File: config.mk
export PLATFORM = sky130hd
export DESIGN_NAME = decoder3to8_seq
export DESIGN_NICKNAME = d
export VERILOG_FILES = /design/src/rtl/decoder_pkg.sv /design/src/rtl/decoder3to8_core.sv /design/src/rtl/decoder3to8_seq.sv
export SDC_FILE = /design/constraint.sdc
export NUM_CORES = 1
export LEC_CHECK = 0
export CAP_MARGIN = 20
export CORE_ASPECT_RATIO = 1.5
export CORE_UTILIZATION = 33
export CTS_CLUSTER_DIAMETER = 120
export DETAILED_ROUTE_END_ITERATION = 10
export MAX_ROUTING_LAYER = met4
export SLEW_MARGIN = 20
export SYNTH_ARGS = -nofsm -noshare
export SYNTH_HDL_FRONTEND = slang
export SYNTH_SLANG_ARGS = --single-unit
File: constraint.sdc
create_clock -name clk -period 1.6 [get_ports clk]
set_input_delay 0.16 -clock clk [delete_from_list [all_inputs] [get_ports clk]]
set_output_delay 0.16 -clock clk [all_outputs]
set_load 0.1 [all_outputs]
File: src/rtl/decoder_pkg.sv
// Shared state type and default sizing for the sequential 3-to-8 decoder.
package decoder_pkg;

  typedef enum logic {IDLE, ACTIVE} state_t;

  localparam int N_SEL_DEF       = 3;
  localparam int N_OUT_DEF       = 8;
  localparam int HOLD_CYCLES_DEF = 4;

endpackage

File: src/rtl/decoder3to8_core.sv
// Combinational binary-to-one-hot expander; all-zero when disabled so the
// same block can serve a loop-back checker against the priority encoder.
module decoder3to8_core
  import decoder_pkg::*;
#(
  parameter int N_SEL = N_SEL_DEF,
  parameter int N_OUT = 2**N_SEL
) (
  input  logic             en,
  input  logic [N_SEL-1:0] y,
  output logic [N_OUT-1:0] onehot
);

  always_comb begin
    onehot = '0;
    if (en) onehot[y] = 1'b1;
  end

endmodule

File: src/rtl/decoder3to8_seq.sv
// Sequential 3-to-8 decoder: accepts a code over valid/ready, holds the matching
// one-hot line for HOLD_CYCLES (or until ack), then pulses done.
module decoder3to8_seq
  import decoder_pkg::*;
#(
  parameter int N_SEL       = N_SEL_DEF,
  parameter int HOLD_CYCLES = HOLD_CYCLES_DEF,
  localparam int N_OUT      = 2**N_SEL
) (
  input  logic             clk,
  input  logic             rst,
  input  logic             en,
  input  logic             valid,
  input  logic [N_SEL-1:0] y,
  output logic             ready,
  input  logic             ack,
  output logic [N_OUT-1:0] d,
  output logic             busy,
  output logic             done
);

  localparam int CNT_W = $clog2(HOLD_CYCLES) + 1;
  localparam logic [CNT_W-1:0] CNT_LOAD = CNT_W'(HOLD_CYCLES - 1);

  state_t           state, state_n;
  logic [N_OUT-1:0] d_n;
  logic [N_OUT-1:0] onehot;
  logic [CNT_W-1:0] cnt, cnt_n;
  logic             busy_n, ready_n, done_n;

  decoder3to8_core #(
    .N_SEL (N_SEL),
    .N_OUT (N_OUT)
  ) u_core (
    .en     (en),
    .y      (y),
    .onehot (onehot)
  );

  always_ff @(posedge clk or posedge rst) begin
    if (rst) begin
      state <= IDLE;
      d     <= '0;
      cnt   <= '0;
      busy  <= 1'b0;
      ready <= 1'b1;
      done  <= 1'b0;
    end else begin
      state <= state_n;
      d     <= d_n;
      cnt   <= cnt_n;
      busy  <= busy_n;
      ready <= ready_n;
      done  <= done_n;
    end
  end

  // In ACTIVE, a dropped enable outranks ack, and ack outranks the hold timer.
  always_comb begin
    state_n = state;
    d_n     = d;
    cnt_n   = cnt;
    busy_n  = busy;
    ready_n = ready;
    done_n  = 1'b0;
    case (state)
      IDLE: begin
        if (valid && ready && en) begin
          d_n     = onehot;
          cnt_n   = CNT_LOAD;
          busy_n  = 1'b1;
          ready_n = 1'b0;
          state_n = ACTIVE;
        end
      end
      ACTIVE: begin
        if (!en) begin
          d_n     = '0;
          busy_n  = 1'b0;
          ready_n = 1'b1;
          state_n = IDLE;
        end else if (ack || (cnt == '0)) begin
          d_n     = '0;
          busy_n  = 1'b0;
          ready_n = 1'b1;
          done_n  = 1'b1;
          state_n = IDLE;
        end else begin
          cnt_n = cnt - CNT_W'(1);
        end
      end
      default: begin
        state_n = IDLE;
      end
    endcase
  end

endmodule
==> impl_results.html, run 1 <==
<table>
<tr><th>Metric</th><th>Value</th></tr>
<tr><th colspan="2">Worst setup path</th></tr>
<tr><td>Crit Path Max Fanout</td><td>9</td></tr>
<tr><td>Family with the most delay on the worst path</td><td>compound AO/OA/AOI/OAI gates</td></tr>
<tr><td>Worst EP arrival</td><td>1.60 ns</td></tr>
<tr><td>Chain of cells forming the critical path</td><td>inv_1, ha_1, nor2b_2, o21ai_4, a32o_1</td></tr>
<tr><td>CP startpoint kind</td><td>register</td></tr>
<tr><td>Cell with the largest stage delay on the worst path</td><td>dfrtp_1</td></tr>
<tr><td>Delay of the slowest critical-path stage</td><td>0.40 ns</td></tr>
<tr><td>Critical setup path kind</td><td>reg2reg</td></tr>
<tr><td>CP Capture Type</td><td>register</td></tr>
<tr><td>CP Data Required Time</td><td>1.78 ns</td></tr>
<tr><td>Count of buffering cells on the critical path with inverters included</td><td>1</td></tr>
<tr><th colspan="2">Clock network</th></tr>
<tr><td>Post-cts sizing count</td><td>0</td></tr>
<tr><td>Sinks on Clock Net</td><td>15</td></tr>
<tr><td>Cts hold-fix bufs</td><td>0</td></tr>
<tr><td>Clock Pin Slew Worst Setup and Hold Paths</td><td>0.09 ns</td></tr>
<tr><td>Number of levels in the clock H-tree</td><td>1</td></tr>
<tr><td>Number of post-CTS setup repair buffers</td><td>0</td></tr>
<tr><td>Number of buffers added by the clock tree synthesis step</td><td>3</td></tr>
<tr><td>CTS Root Buffer Type</td><td>clkbuf_4</td></tr>
<tr><td>Worst-skew pair later-pin latency</td><td>0.28 ns</td></tr>
<tr><td>TritonCTS clock tree</td><td>done</td></tr>
<tr><td>Buffer depth of the longest clock path</td><td>2</td></tr>
<tr><th colspan="2">Floorplan</th></tr>
<tr><td>Die span in y</td><td>60.9 um</td></tr>
<tr><td>DIE AREA</td><td>2520 um^2</td></tr>
<tr><td>Floorplan core area</td><td>2210 um^2</td></tr>
<tr><td>Number of placed I/O pins</td><td>19</td></tr>
<tr><td>Width of the chip</td><td>41.3 um</td></tr>
<tr><td>Initial standard-cell utilization of the core</td><td>34.6%</td></tr>
<tr><td>Number of core rows</td><td>21</td></tr>
<tr><th colspan="2">STA</th></tr>
<tr><td>RSZ-0062 raised after global routing</td><td>false</td></tr>
<tr><td>Fmax achieved</td><td>704 MHz</td></tr>
<tr><td>Least-Margin Pin Slew</td><td>0.575 ns</td></tr>
<tr><td>Post-layout minimum cycle time</td><td>1.42 ns</td></tr>
<tr><td>Number of failing hold endpoints at the final stage</td><td>0</td></tr>
<tr><td>Final critical-path share of the clock period</td><td>88.8%</td></tr>
<tr><td>Setup TNS Final</td><td>0 ns</td></tr>
<tr><td>Final setup fails</td><td>0</td></tr>
<tr><td>Worst max-slew margin expressed relative to the limit</td><td>61.6%</td></tr>
<tr><td>Hold_ws</td><td>0.223 ns</td></tr>
<tr><td>Layout Skew</td><td>0.00267 ns</td></tr>
<tr><td>Number of max-slew violations in the final report</td><td>0</td></tr>
<tr><th colspan="2">Global routing</th></tr>
<tr><td>Global-route wire length before repair</td><td>2420 um</td></tr>
<tr><td>Pin count of the biggest net entering global routing</td><td>16</td></tr>
<tr><td>Global router's overall resource usage</td><td>15.2%</td></tr>
<tr><td>Remaining global-route overflow</td><td>0</td></tr>
<tr><td>Vias in the first global route</td><td>553</td></tr>
<tr><td>Number of antenna violations at the first check in global routing</td><td>0</td></tr>
<tr><th colspan="2">Synthesis</th></tr>
<tr><td>Distinct cell type count after synthesis</td><td>28</td></tr>
<tr><td>Share of synthesized registers carrying an async set or reset</td><td>100%</td></tr>
<tr><td>Cell type contributing the most total cell area after synthesis</td><td>dfrtp_1</td></tr>
<tr><td>Top-area cell type share of the netlist area</td><td>45.8%</td></tr>
<tr><td>Top post-synthesis cells by area</td><td>dfrtp_1, a32o_1, mux2i_1</td></tr>
<tr><td>Cell with the most instances after synthesis</td><td>dfrtp_1</td></tr>
<tr><td>Synthesized cell area</td><td>764 um^2</td></tr>
<tr><td>Primary flip-flop cell chosen by synthesis mapping</td><td>dfrtp_1</td></tr>
<tr><td>Average cell area after synthesis</td><td>12.7 um^2</td></tr>
<tr><td>Count of state elements after synthesis</td><td>15</td></tr>
<tr><td>Cell count after synthesis</td><td>60</td></tr>
<tr><td>EDFF count, synth</td><td>0</td></tr>
<tr><td>YS warnings</td><td>0</td></tr>
<tr><td>Net Count, Synth</td><td>70</td></tr>
<tr><td>Cell types with the highest counts after synthesis</td><td>dfrtp_1, a32o_1, nand2_1, nor2_1</td></tr>
<tr><td>Part of the Yosys area used for sequential elements</td><td>49.3%</td></tr>
<tr><th colspan="2">Placed design</th></tr>
<tr><td>Total half-perimeter wirelength after legalization and detailed placement</td><td>1090 um</td></tr>
<tr><td>Final weighted congestion in routability-driven placement</td><td>0.716</td></tr>
<tr><td>Port Buffers</td><td>18</td></tr>
<tr><th colspan="2">Finish</th></tr>
<tr><td>Antenna cell count</td><td>0</td></tr>
<tr><td>Layout net count</td><td>91</td></tr>
<tr><td>Fraction of layout cells with a size suffix above 1</td><td>30.0%</td></tr>
<tr><td>Relative area change from synthesis to final layout</td><td>42.2%</td></tr>
<tr><td>Filler cells</td><td>212</td></tr>
<tr><td>Final Core Density</td><td>49.3%</td></tr>
<tr><th colspan="2">Detailed routing</th></tr>
<tr><td>Via count</td><td>564</td></tr>
<tr><td>ANT nets after route</td><td>0</td></tr>
<tr><td>Ratio of routed vias to standard cells</td><td>5.48</td></tr>
<tr><td>DRC violation count after routing</td><td>0</td></tr>
<tr><td>Final routed wirelength across all metal layers</td><td>1450 um</td></tr>
<tr><td>First-pass iteration count of the detailed router</td><td>4</td></tr>
<tr><td>Detailed Route Iter0 Violations</td><td>17</td></tr>
<tr><td>Post-detailed-route wirelength per cell</td><td>14.0 um</td></tr>
<tr><th colspan="2">Power</th></tr>
<tr><td>Tot Pwr</td><td>0.641 mW</td></tr>
<tr><td>Worst-case vdd ir drop</td><td>419 uV</td></tr>
<tr><td>Reported leakage power</td><td>0.505 nW</td></tr>
<tr><td>Power per standard cell area</td><td>590 nW/um^2</td></tr>
<tr><th colspan="2">Worst hold path</th></tr>
<tr><td>Hold crit path type</td><td>in2async</td></tr>
<tr><th colspan="2">Job</th></tr>
<tr><td>Max-capacitance violation count</td><td>0</td></tr>
<tr><th colspan="2">Run status</th></tr>
<tr><td>Result of the run</td><td>finished clean</td></tr>
</table>
==> report_power, final <==
| part | internal, mW | total [mW] | switching (mW) |
|---|---|---|---|
| logic | 0.0219 | 0.0449 | 0.0230 |
| clock network | 0.0969 | 0.218 | 0.121 |
| registers | 0.379 | 0.379 | 0 |
==> registers in the layout, indices dropped and copies added, names as in the netlist <==
signal,cells
d,8
cnt,3
busy,1
done,1
ready,1
state,1
==> placed cells by master, fill, tap and decap left out, drive strengths merged <==
master	instances
nand3	1
nor3	2
nor2b	1
buf	11
o21ai	1
clkdlybuf4s50	7
and3	1
and3b	1
and2b	1
and4b	1
o211a	1
dfrtp	14
clkbuf	4
nand2b	2
nand4	1
nand2	5
inv	3
o21a	1
a21oi	1
mux2i	3
a32o	8
nand4b	1
nor2	4
dfstp	1
nor3b	2
ha	2
==> routing by layer <==
| layer | vias up | global-route usage (%) | wire length (um) |
|---|---|---|---|
| met5 | - | - | 0 |
| met4 | 0 | 9.68 | 42 |
| met3 | 5 | 2.20 | 54 |
| met2 | 14 | 23.0 | 759 |
| met1 | 281 | 18.3 | 590 |
| li1 | 264 | - | - |
==> per-stage QoR <==
stage / instance area [um^2] / setup slack [ns] / cells
final: 1090 / 0.179 / 103
after global routing: 1090 / 0.0925 / 103
after CTS: 1090 / 0.166 / 103
after detailed placement: 1060 / 0.0538 / 99
after global placement: 1060 / 0.0996 / 99
after floorplan: 764 / 0.0630 / 60
==> cell type report <==
cell class	instances	area, um^2	share of cell area [%]
tap	23	28.8	2.65
clock buffer	4	26.3	2.42
sequential	15	377	34.6
multi-input combinational	40	354	32.6
inverter	3	11.3	1.04
timing repair buffer	18	290	26.7
==> cell families (layout without fill, tap and decap cells) <==
| family | count (synthesis) | after routing | synth area share (%) |
|---|---|---|---|
| simple gates | 23 | 23 | 23.6 |
| flops | 15 | 15 | 49.3 |
| compound gates | 12 | 12 | 15.5 |
| buf+inv | 5 | 25 | 4.42 |
| mux | 3 | 3 | 3.93 |
| fa+ha+maj | 2 | 2 | 3.27 |
==> path summary, 6_finish.rpt <==
path	slack [ns]	to	cells after the start	from
min reg2reg	0.48	cnt[0]$_DFFE_PP0P_	1	cnt[0]$_DFFE_PP0P_
min	0.22	busy$_DFFE_PP0P_	2	rst
max reg2reg	0.18	d[0]$_DFFE_PP0P_	5	cnt[0]$_DFFE_PP0P_
min in group clk	0.48	cnt[0]$_DFFE_PP0P_	1	cnt[0]$_DFFE_PP0P_
max in group asynchronous	1.00	d[6]$_DFFE_PP0P_	2	rst
max	0.18	d[0]$_DFFE_PP0P_	5	cnt[0]$_DFFE_PP0P_
(Power assumes the default switching activity.)
==> inputs of run 2 (changes only) <==
--- a/config.mk
+++ b/config.mk
@@ -7,6 +7,7 @@
 export LEC_CHECK = 0
 export CAP_MARGIN = 20
 export CORE_ASPECT_RATIO = 1.5
+export CORE_MARGIN = 2
 export CORE_UTILIZATION = 33
 export CTS_CLUSTER_DIAMETER = 120
 export DETAILED_ROUTE_END_ITERATION = 10
==> run 2 against run 1 <==
Global-route usage fell by 2.6 points. Combinational power is 1% higher. Core utilization unchanged. Hold slack improved by 0.0034 ns. Via count down 4.3%. Fmax shrank 1.5%. Clock skew up 0.0046 ns. Largest cell class unchanged.
==> impl_results.html, run 2 (synthesized netlist as in run 1, its figures left out) <==
<table>
<tr><th>Metric</th><th>Value</th></tr>
<tr><th colspan="2">STA</th></tr>
<tr><td>Number of max-slew violations in the final report</td><td>0 (unchanged)</td></tr>
<tr><td>RSZ-0062 raised after global routing</td><td>false</td></tr>
<tr><td>Worst max-slew margin expressed relative to the limit</td><td>61.8% (+0.20 points)</td></tr>
<tr><td>Number of failing hold endpoints at the final stage</td><td>0 (unchanged)</td></tr>
<tr><td>Post-layout minimum cycle time</td><td>1.44 ns (+0.0213 ns)</td></tr>
<tr><td>Final setup fails</td><td>0 (unchanged)</td></tr>
<tr><td>Hold_ws</td><td>0.226 ns (+0.00336 ns)</td></tr>
<tr><td>Layout Skew</td><td>0.00731 ns (+0.00464 ns)</td></tr>
<tr><td>Smallest setup slack after layout</td><td>0.158 ns (-0.0213 ns)</td></tr>
<tr><td>Least-Margin Pin Slew</td><td>0.572 ns (-0.00306 ns)</td></tr>
<tr><td>Final critical-path share of the clock period</td><td>90.1% (+1.3 points)</td></tr>
<tr><td>Setup TNS Final</td><td>0 ns (unchanged)</td></tr>
<tr><td>Fmax achieved</td><td>693 MHz (-1.5%)</td></tr>
<tr><th colspan="2">Power</th></tr>
<tr><td>Tot Pwr</td><td>0.638 mW (-0.59%)</td></tr>
<tr><td>Power per standard cell area</td><td>586 nW/um^2 (-0.59%)</td></tr>
<tr><td>Reported leakage power</td><td>0.505 nW (unchanged)</td></tr>
<tr><td>Worst-case vdd ir drop</td><td>554 uV (+32%)</td></tr>
<tr><th colspan="2">Finish</th></tr>
<tr><td>Fraction of layout cells with a size suffix above 1</td><td>30.0% (unchanged)</td></tr>
<tr><td>Most frequent cells in the layout</td><td>dfrtp_1, buf_12, a32o_1</td></tr>
<tr><td>Antenna cell count</td><td>0 (unchanged)</td></tr>
<tr><td>Relative area change from synthesis to final layout</td><td>42.2% (unchanged)</td></tr>
<tr><td>Most common library cell in the layout ignoring fill and taps</td><td>dfrtp_1</td></tr>
<tr><td>Final instance count without filler cells</td><td>103 (unchanged)</td></tr>
<tr><td>Top Registers</td><td>d: 8 flops, cnt: 3 flops</td></tr>
<tr><td>Largest register FFs</td><td>8 (unchanged)</td></tr>
<tr><td>Register containing the most flip-flops in the final layout</td><td>d</td></tr>
<tr><td>Layout net count</td><td>91 (unchanged)</td></tr>
<tr><th colspan="2">Clock network</th></tr>
<tr><td>CTS Root Buffer Type</td><td>clkbuf_4</td></tr>
<tr><td>Sinks on Clock Net</td><td>15 (unchanged)</td></tr>
<tr><td>TritonCTS clock tree</td><td>done</td></tr>
<tr><td>Number of buffers added by the clock tree synthesis step</td><td>3 (unchanged)</td></tr>
<tr><td>Clock Pin Slew Worst Setup and Hold Paths</td><td>0.09 ns (about the same)</td></tr>
<tr><td>Post-cts sizing count</td><td>0 (unchanged)</td></tr>
<tr><td>Number of post-CTS setup repair buffers</td><td>0 (unchanged)</td></tr>
<tr><td>Number of levels in the clock H-tree</td><td>1 (unchanged)</td></tr>
<tr><td>Buffer depth of the longest clock path</td><td>2 (unchanged)</td></tr>
<tr><td>Cts hold-fix bufs</td><td>0 (unchanged)</td></tr>
<tr><td>Worst-skew pair later-pin latency</td><td>0.28 ns (about the same)</td></tr>
<tr><th colspan="2">Floorplan</th></tr>
<tr><td>Width of the chip</td><td>43.3 um (+4.8%)</td></tr>
<tr><td>Floorplan core area</td><td>2210 um^2 (unchanged)</td></tr>
<tr><td>Initial standard-cell utilization of the core</td><td>34.6% (unchanged)</td></tr>
<tr><td>DIE AREA</td><td>2730 um^2 (+8.3%)</td></tr>
<tr><td>Die span in y</td><td>62.9 um (+3.3%)</td></tr>
<tr><td>Number of placed I/O pins</td><td>19 (unchanged)</td></tr>
<tr><td>Number of core rows</td><td>21 (unchanged)</td></tr>
<tr><th colspan="2">Global routing</th></tr>
<tr><td>Remaining global-route overflow</td><td>0 (unchanged)</td></tr>
<tr><td>GRT Max-Usage Layer</td><td>met2</td></tr>
<tr><td>Global-route wire length before repair</td><td>2590 um (+7.1%)</td></tr>
<tr><td>Global router's overall resource usage</td><td>12.7% (-2.6 points)</td></tr>
<tr><td>Vias in the first global route</td><td>555 (+0.36%)</td></tr>
<tr><td>M1 GR Usage</td><td>15.6% (-2.7 points)</td></tr>
<tr><td>Pin count of the biggest net entering global routing</td><td>16 (unchanged)</td></tr>
<tr><td>Routing usage on met3</td><td>2.02% (-0.17 points)</td></tr>
<tr><td>Global routing met2 resource utilization</td><td>19.6% (-3.4 points)</td></tr>
<tr><td>Number of antenna violations at the first check in global routing</td><td>0 (unchanged)</td></tr>
<tr><th colspan="2">Placed design</th></tr>
<tr><td>Port Buffers</td><td>18 (unchanged)</td></tr>
<tr><td>Total half-perimeter wirelength after legalization and detailed placement</td><td>1160 um (+7.2%)</td></tr>
<tr><td>Inst Count DP</td><td>99 (unchanged)</td></tr>
<tr><td>Final weighted congestion in routability-driven placement</td><td>0.679 (-5.2%)</td></tr>
<tr><td>Worst setup slack after placement</td><td>0.0435 ns (-0.0103 ns)</td></tr>
<tr><th colspan="2">Detailed routing</th></tr>
<tr><td>DRC violation count after routing</td><td>0 (unchanged)</td></tr>
<tr><td>Final routed wirelength across all metal layers</td><td>1500 um (+3.6%)</td></tr>
<tr><td>Detailed Route Iter0 Violations</td><td>10 (-7)</td></tr>
<tr><td>ANT nets after route</td><td>0 (unchanged)</td></tr>
<tr><td>Via count</td><td>540 (-4.3%)</td></tr>
<tr><td>Post-detailed-route wirelength per cell</td><td>14.6 um (+3.6%)</td></tr>
<tr><td>First-pass iteration count of the detailed router</td><td>5 (+1)</td></tr>
<tr><td>Ratio of routed vias to standard cells</td><td>5.24 (-4.3%)</td></tr>
<tr><th colspan="2">Run status</th></tr>
<tr><td>Result of the run</td><td>finished clean</td></tr>
<tr><th colspan="2">Worst hold path</th></tr>
<tr><td>Hold crit path type</td><td>in2async</td></tr>
<tr><th colspan="2">Worst setup path</th></tr>
<tr><td>Worst EP arrival</td><td>1.61 ns (about the same)</td></tr>
<tr><td>Critical setup path kind</td><td>reg2reg</td></tr>
<tr><td>CP Capture Type</td><td>register</td></tr>
<tr><td>Reg2reg setup slack</td><td>0.16 ns (-0.02 ns)</td></tr>
<tr><td>CP Data Required Time</td><td>1.77 ns (about the same)</td></tr>
<tr><td>CP startpoint kind</td><td>register</td></tr>
<tr><td>Crit Path Max Fanout</td><td>9 (unchanged)</td></tr>
<tr><th colspan="2">Job</th></tr>
<tr><td>Max-capacitance violation count</td><td>0 (unchanged)</td></tr>
</table>
run 2: cell counts in the layout (fill, tap and decap cells not counted):
No cell type changed its count.
run 2: cell type report:
cell class,instances,area [um^2]
Clock buffer,4,26.3
Sequential cell,15,377
Fill cell,207,1120
Multi-Input combinational cell,40,354
Tap cell,23,28.8
Inverter,3,11.3
Timing Repair Buffer,18,290
run 2: critical path, cell delays in order (launching register included):
cell     delay [ns]
dfrtp_1        0.40
inv_1          0.09
ha_1           0.17
nor2b_2        0.24
o21ai_4        0.13
a32o_1         0.30
run 2: where the power goes:
group / internal, mW / total [mW] / switching [mW]
Sequential: 0.379 / 0.379 / 0
Clock: 0.0967 / 0.213 / 0.116
Combinational: 0.0219 / 0.0455 / 0.0236
run 2: final timing paths:
kind                       cells after the start            endpoint          startpoint
max                                            5    d[2]$_DFFE_PP0P_  cnt[0]$_DFFE_PP0P_
min                                            2     state$_DFF_PP0_                 rst
max reg2reg                                    5    d[2]$_DFFE_PP0P_  cnt[0]$_DFFE_PP0P_
min reg2reg                                    1  cnt[0]$_DFFE_PP0P_  cnt[0]$_DFFE_PP0P_
max in group asynchronous                      2    d[2]$_DFFE_PP0P_                 rst
min in group clk                               1  cnt[0]$_DFFE_PP0P_  cnt[0]$_DFFE_PP0P_
run 2: metal layers:
metal / wire [um] / vias to the layer above / part of all wire [%]
met3: 71 / 4 / 4.7
met1: 630 / 256 / 42
met5: 0 / - / 0
met2: 778 / 16 / 52
li1: - / 264 / -
met4: 19 / 0 / 1.3
run 2: metrics by stage:
stage | cell area, um^2 | utilization, %
5_1_grt | 1090 | 49.3
6_report | 1090 | 49.3
4_1_cts | 1090 | 49.3
3_5_place_dp | 1060 | 48.1
2_1_floorplan | 764 | -
3_3_place_gp | 1060 | 48.1
==> inputs of run 3 (changes only) <==
--- a/config.mk
+++ b/config.mk
@@ -15,4 +15,5 @@
 export SLEW_MARGIN = 20
 export SYNTH_ARGS = -nofsm -noshare
 export SYNTH_HDL_FRONTEND = slang
+export SYNTH_HIERARCHICAL = 1
 export SYNTH_SLANG_ARGS = --single-unit
==> run 3 against run 2 <==
Fmax decreased by 2.2%. Flip-flop and latch count unchanged. Die area down 7.6%. Clock power down 2%. Register-to-register slack lost 0.03 ns. Sequential share of layout area grew 0.24 points. Routed wire length down 5.7%. Final area shrank 0.69%. Clock-buffer cell count stayed put. Largest power group unchanged. Highest routed layer unchanged.
==> impl_results.html, run 3 <==
<table>
<tr><th>Metric</th><th>Value</th></tr>
<tr><th colspan="2">Clock network</th></tr>
<tr><td>Clock Pin Slew Worst Setup and Hold Paths</td><td>0.08 ns (about the same)</td></tr>
<tr><td>Worst-skew pair later-pin latency</td><td>0.28 ns (about the same)</td></tr>
<tr><td>Buffer depth of the longest clock path</td><td>2 (unchanged)</td></tr>
<tr><td>CTS Root Buffer Type</td><td>clkbuf_4</td></tr>
<tr><td>Number of buffers added by the clock tree synthesis step</td><td>3 (unchanged)</td></tr>
<tr><td>Sinks on Clock Net</td><td>15 (unchanged)</td></tr>
<tr><td>Number of levels in the clock H-tree</td><td>1 (unchanged)</td></tr>
<tr><td>Cts hold-fix bufs</td><td>0 (unchanged)</td></tr>
<tr><td>TritonCTS clock tree</td><td>done</td></tr>
<tr><th colspan="2">Worst setup path</th></tr>
<tr><td>Start of the worst register-to-register path</td><td>cnt[0]$_DFFE_PP0P_</td></tr>
<tr><td>Worst EP arrival</td><td>1.67 ns (+0.06 ns)</td></tr>
<tr><td>Number of cells on the worst reg-to-reg path</td><td>6 (+1)</td></tr>
<tr><td>CP startpoint kind</td><td>register</td></tr>
<tr><td>Crit Path Max Fanout</td><td>4 (-5)</td></tr>
<tr><td>R2R Path End</td><td>cnt[1]$_DFFE_PP0P_</td></tr>
<tr><td>CP Data Required Time</td><td>1.80 ns (+0.03 ns)</td></tr>
<tr><td>Critical setup path kind</td><td>reg2reg</td></tr>
<tr><td>Reg2reg setup slack</td><td>0.13 ns (-0.03 ns)</td></tr>
<tr><td>CP Capture Type</td><td>register</td></tr>
<tr><th colspan="2">Synthesis</th></tr>
<tr><td>Average cell area after synthesis</td><td>13.0 um^2 (+2.0%)</td></tr>
<tr><td>Cell count after synthesis</td><td>54 (-10%)</td></tr>
<tr><td>Part of the Yosys area used for sequential elements</td><td>53.7% (+4.4 points)</td></tr>
<tr><td>Cell with the most instances after synthesis</td><td>dfrtp_1</td></tr>
<tr><td>Top post-synthesis cells by area</td><td>dfrtp_1, a22o_1, and4bb_2</td></tr>
<tr><td>Share of synthesized registers carrying an async set or reset</td><td>100% (unchanged)</td></tr>
<tr><td>EDFF count, synth</td><td>0 (unchanged)</td></tr>
<tr><td>Cell types with the highest counts after synthesis</td><td>dfrtp_1, a22o_1, and4bb_2, inv_1</td></tr>
<tr><td>Primary flip-flop cell chosen by synthesis mapping</td><td>dfrtp_1</td></tr>
<tr><td>Count of state elements after synthesis</td><td>15 (unchanged)</td></tr>
<tr><td>Net Count, Synth</td><td>64 (-8.6%)</td></tr>
<tr><td>Synthesized cell area</td><td>702 um^2 (-8.2%)</td></tr>
<tr><td>YS warnings</td><td>6 (+6)</td></tr>
<tr><td>Distinct cell type count after synthesis</td><td>23 (-18%)</td></tr>
<tr><td>Cell type contributing the most total cell area after synthesis</td><td>dfrtp_1</td></tr>
<tr><td>Top-area cell type share of the netlist area</td><td>49.9% (+4.1 points)</td></tr>
<tr><th colspan="2">STA</th></tr>
<tr><td>Worst max-slew margin expressed relative to the limit</td><td>63.2% (+1.4 points)</td></tr>
<tr><td>Number of max-slew violations in the final report</td><td>0 (unchanged)</td></tr>
<tr><td>RSZ-0062 raised after global routing</td><td>false</td></tr>
<tr><td>Fmax achieved</td><td>678 MHz (-2.2%)</td></tr>
<tr><td>Setup TNS Final</td><td>0 ns (unchanged)</td></tr>
<tr><td>Smallest setup slack after layout</td><td>0.126 ns (-0.0322 ns)</td></tr>
<tr><td>Layout Skew</td><td>0.00250 ns (-0.00481 ns)</td></tr>
<tr><td>Post-layout minimum cycle time</td><td>1.47 ns (+0.0322 ns)</td></tr>
<tr><td>Number of failing hold endpoints at the final stage</td><td>0 (unchanged)</td></tr>
<tr><td>Final critical-path share of the clock period</td><td>92.1% (+2.0 points)</td></tr>
<tr><td>Least-Margin Pin Slew</td><td>0.551 ns (-0.0209 ns)</td></tr>
<tr><td>Final setup fails</td><td>0 (unchanged)</td></tr>
<tr><th colspan="2">Floorplan</th></tr>
<tr><td>Number of core rows</td><td>20 (-4.8%)</td></tr>
<tr><td>Width of the chip</td><td>41.7 um (-3.8%)</td></tr>
<tr><td>Initial standard-cell utilization of the core</td><td>34.6% (about the same)</td></tr>
<tr><td>DIE AREA</td><td>2520 um^2 (-7.6%)</td></tr>
<tr><td>Die span in y</td><td>60.5 um (-3.9%)</td></tr>
<tr><td>Number of placed I/O pins</td><td>19 (unchanged)</td></tr>
<tr><td>Floorplan core area</td><td>2030 um^2 (-8.2%)</td></tr>
<tr><th colspan="2">Power</th></tr>
<tr><td>Reported leakage power</td><td>0.504 nW (-0.31%)</td></tr>
<tr><td>Proportion of total power due to net switching</td><td>21.3% (-0.71 points)</td></tr>
<tr><td>Worst-case vdd ir drop</td><td>581 uV (+4.7%)</td></tr>
<tr><td>Power per standard cell area</td><td>589 nW/um^2 (+0.46%)</td></tr>
<tr><td>Comb power frac</td><td>7.6% (+0.5 points)</td></tr>
<tr><td>Internal Dissipation</td><td>0.501 mW (+0.67%)</td></tr>
<tr><td>Portion of total power attributed to the clock network</td><td>32.9% (-0.5 points)</td></tr>
<tr><td>Net switching power of the design</td><td>0.135 mW (-3.4%)</td></tr>
<tr><td>Flop pwr share</td><td>59.6% (+0.2 points)</td></tr>
<tr><th colspan="2">Global routing</th></tr>
<tr><td>Number of antenna violations at the first check in global routing</td><td>0 (unchanged)</td></tr>
<tr><td>Pin count of the biggest net entering global routing</td><td>16 (unchanged)</td></tr>
<tr><td>Remaining global-route overflow</td><td>0 (unchanged)</td></tr>
<tr><td>Vias in the first global route</td><td>564 (+1.6%)</td></tr>
<tr><td>Global router's overall resource usage</td><td>14.2% (+1.5 points)</td></tr>
<tr><td>Global-route wire length before repair</td><td>2530 um (-2.4%)</td></tr>
<tr><th colspan="2">Detailed routing</th></tr>
<tr><td>Via count</td><td>542 (+0.37%)</td></tr>
<tr><td>First-pass iteration count of the detailed router</td><td>2 (-3)</td></tr>
<tr><td>Ratio of routed vias to standard cells</td><td>5.47 (+4.4%)</td></tr>
<tr><td>Highest layer used for signal routing</td><td>met4</td></tr>
<tr><td>Routed wl met2</td><td>715 um (-8.1%)</td></tr>
<tr><td>Detailed Route Iter0 Violations</td><td>17 (+7)</td></tr>
<tr><td>DRC violation count after routing</td><td>0 (unchanged)</td></tr>
<tr><td>Post-detailed-route wirelength per cell</td><td>14.3 um (-1.9%)</td></tr>
<tr><td>Met3 wire length</td><td>58 um (-18%)</td></tr>
<tr><td>Final routed wirelength across all metal layers</td><td>1410 um (-5.7%)</td></tr>
<tr><td>ANT nets after route</td><td>0 (unchanged)</td></tr>
<tr><td>Met1 routed wirelength after detailed routing</td><td>600 um (-4.8%)</td></tr>
<tr><th colspan="2">Finish</th></tr>
<tr><td>Most common library cell in the layout ignoring fill and taps</td><td>dfrtp_1</td></tr>
<tr><td>Top Registers</td><td>d: 8 flops, cnt: 3 flops</td></tr>
<tr><td>Register containing the most flip-flops in the final layout</td><td>d</td></tr>
<tr><td>Fraction of layout cells with a size suffix above 1</td><td>36.4% (+6.4 points)</td></tr>
<tr><td>Largest register FFs</td><td>8 (unchanged)</td></tr>
<tr><td>Relative area change from synthesis to final layout</td><td>53.8%</td></tr>
<tr><td>Final instance count without filler cells</td><td>99 (-3.9%)</td></tr>
<tr><td>Most frequent cells in the layout</td><td>dfrtp_1, buf_12, a22o_1</td></tr>
<tr><td>Layout net count</td><td>88 (-3.3%)</td></tr>
<tr><td>Antenna cell count</td><td>0 (unchanged)</td></tr>
<tr><th colspan="2">Worst hold path</th></tr>
<tr><td>Hold crit path type</td><td>in2async</td></tr>
<tr><th colspan="2">Placed design</th></tr>
<tr><td>Final weighted congestion in routability-driven placement</td><td>0.816 (+20%)</td></tr>
<tr><td>Inst Count DP</td><td>95 (-4.0%)</td></tr>
<tr><td>Total half-perimeter wirelength after legalization and detailed placement</td><td>1060 um (-9.1%)</td></tr>
<tr><td>Worst setup slack after placement</td><td>0.0152 ns (-0.0282 ns)</td></tr>
<tr><td>Port Buffers</td><td>18 (unchanged)</td></tr>
<tr><th colspan="2">Run status</th></tr>
<tr><td>Result of the run</td><td>finished clean</td></tr>
<tr><th colspan="2">Job</th></tr>
<tr><td>Max-capacitance violation count</td><td>0 (unchanged)</td></tr>
</table>
run 3: changes by cell type after synthesis, moves of 2 or more:
cell	previous run	this run
buf_6	2	0
a32o_1	8	0
nor2_1	4	0
and4b_2	1	3
mux2i_1	3	0
and4bb_2	0	4
a22o_1	0	8
run 3: per-stage QoR:
step                instance area (um^2)  hold slack (ns)  total power, mW  utilization, %
global placement                    1030            0.478            0.432            50.8
finish                              1080            0.219            0.636            53.3
global route                        1080            0.280            0.663            53.3
CTS                                 1060            0.233            0.648            52.1
detailed placement                  1030            0.479            0.433            50.8
floorplan                            702           0.0608            0.401               -
run 3: repair_timing:
action	in CTS	in global routing
setup buffers	0	0
endpoints found under the setup margin	0	10
resized for setup	0	3
run 3: how the worst max path moves through the flow:
stage,from,end
final,cnt[0]$_DFFE_PP0P_,cnt[1]$_DFFE_PP0P_
after global routing,cnt[0]$_DFFE_PP0P_,cnt[1]$_DFFE_PP0P_
after CTS,cnt[0]$_DFFE_PP0P_,d[5]$_DFFE_PP0P_
after detailed placement,cnt[0]$_DFFE_PP0P_,d[5]$_DFFE_PP0P_
after global placement,cnt[0]$_DFFE_PP0P_,d[2]$_DFFE_PP0P_
after floorplan,ready$_DFFE_PP1P_,cnt[0]$_DFFE_PP0P_
run 3: cell type report:
cell class / count / area, um^2
well taps: 22 / 27.5
inverters: 4 / 15.0
repair buffers: 20 / 305
multi-input cells: 34 / 329
clock buffers: 4 / 26.3
flip-flops and latches: 15 / 377
fillers: 179 / 947
run 3: power by group through the flow:
stage	Sequential (mW)	Combinational, mW	Clock [mW]
after floorplan	0.386	0.0150	0
after global placement	0.386	0.0458	0
after detailed placement	0.386	0.0469	0
after CTS	0.379	0.0470	0.222
after global routing	0.379	0.0536	0.230
final	0.379	0.0481	0.209
run 3: layer usage:
layer  vias to the layer above  global-route usage [%]
met3                         4                    2.98
met4                         0                    9.68
met2                        13                    23.9
li1                        259                       -
met5                         -                       -
met1                       266                    14.8
run 3: kinds of logic (layout without fill, tap and decap cells):
kind of cell	Yosys count	count (layout)	synth area share [%]
flip-flops	15	15	53.7
AND/OR/NAND/NOR	17	17	22.6
adder cells (fa/ha/maj)	2	2	3.56
buffers and inverters	5	28	2.85
AO/OA/AOI/OAI	15	15	17.3
run 3: worst max-delay path: stages (launching register included):
cell and delay [ns]:
dfrtp_1 0.38, inv_1 0.05, ha_1 0.19, ha_1 0.21, nand4bb_4 0.24, nand2b_1 0.16
a2bb2oi_1 0.17
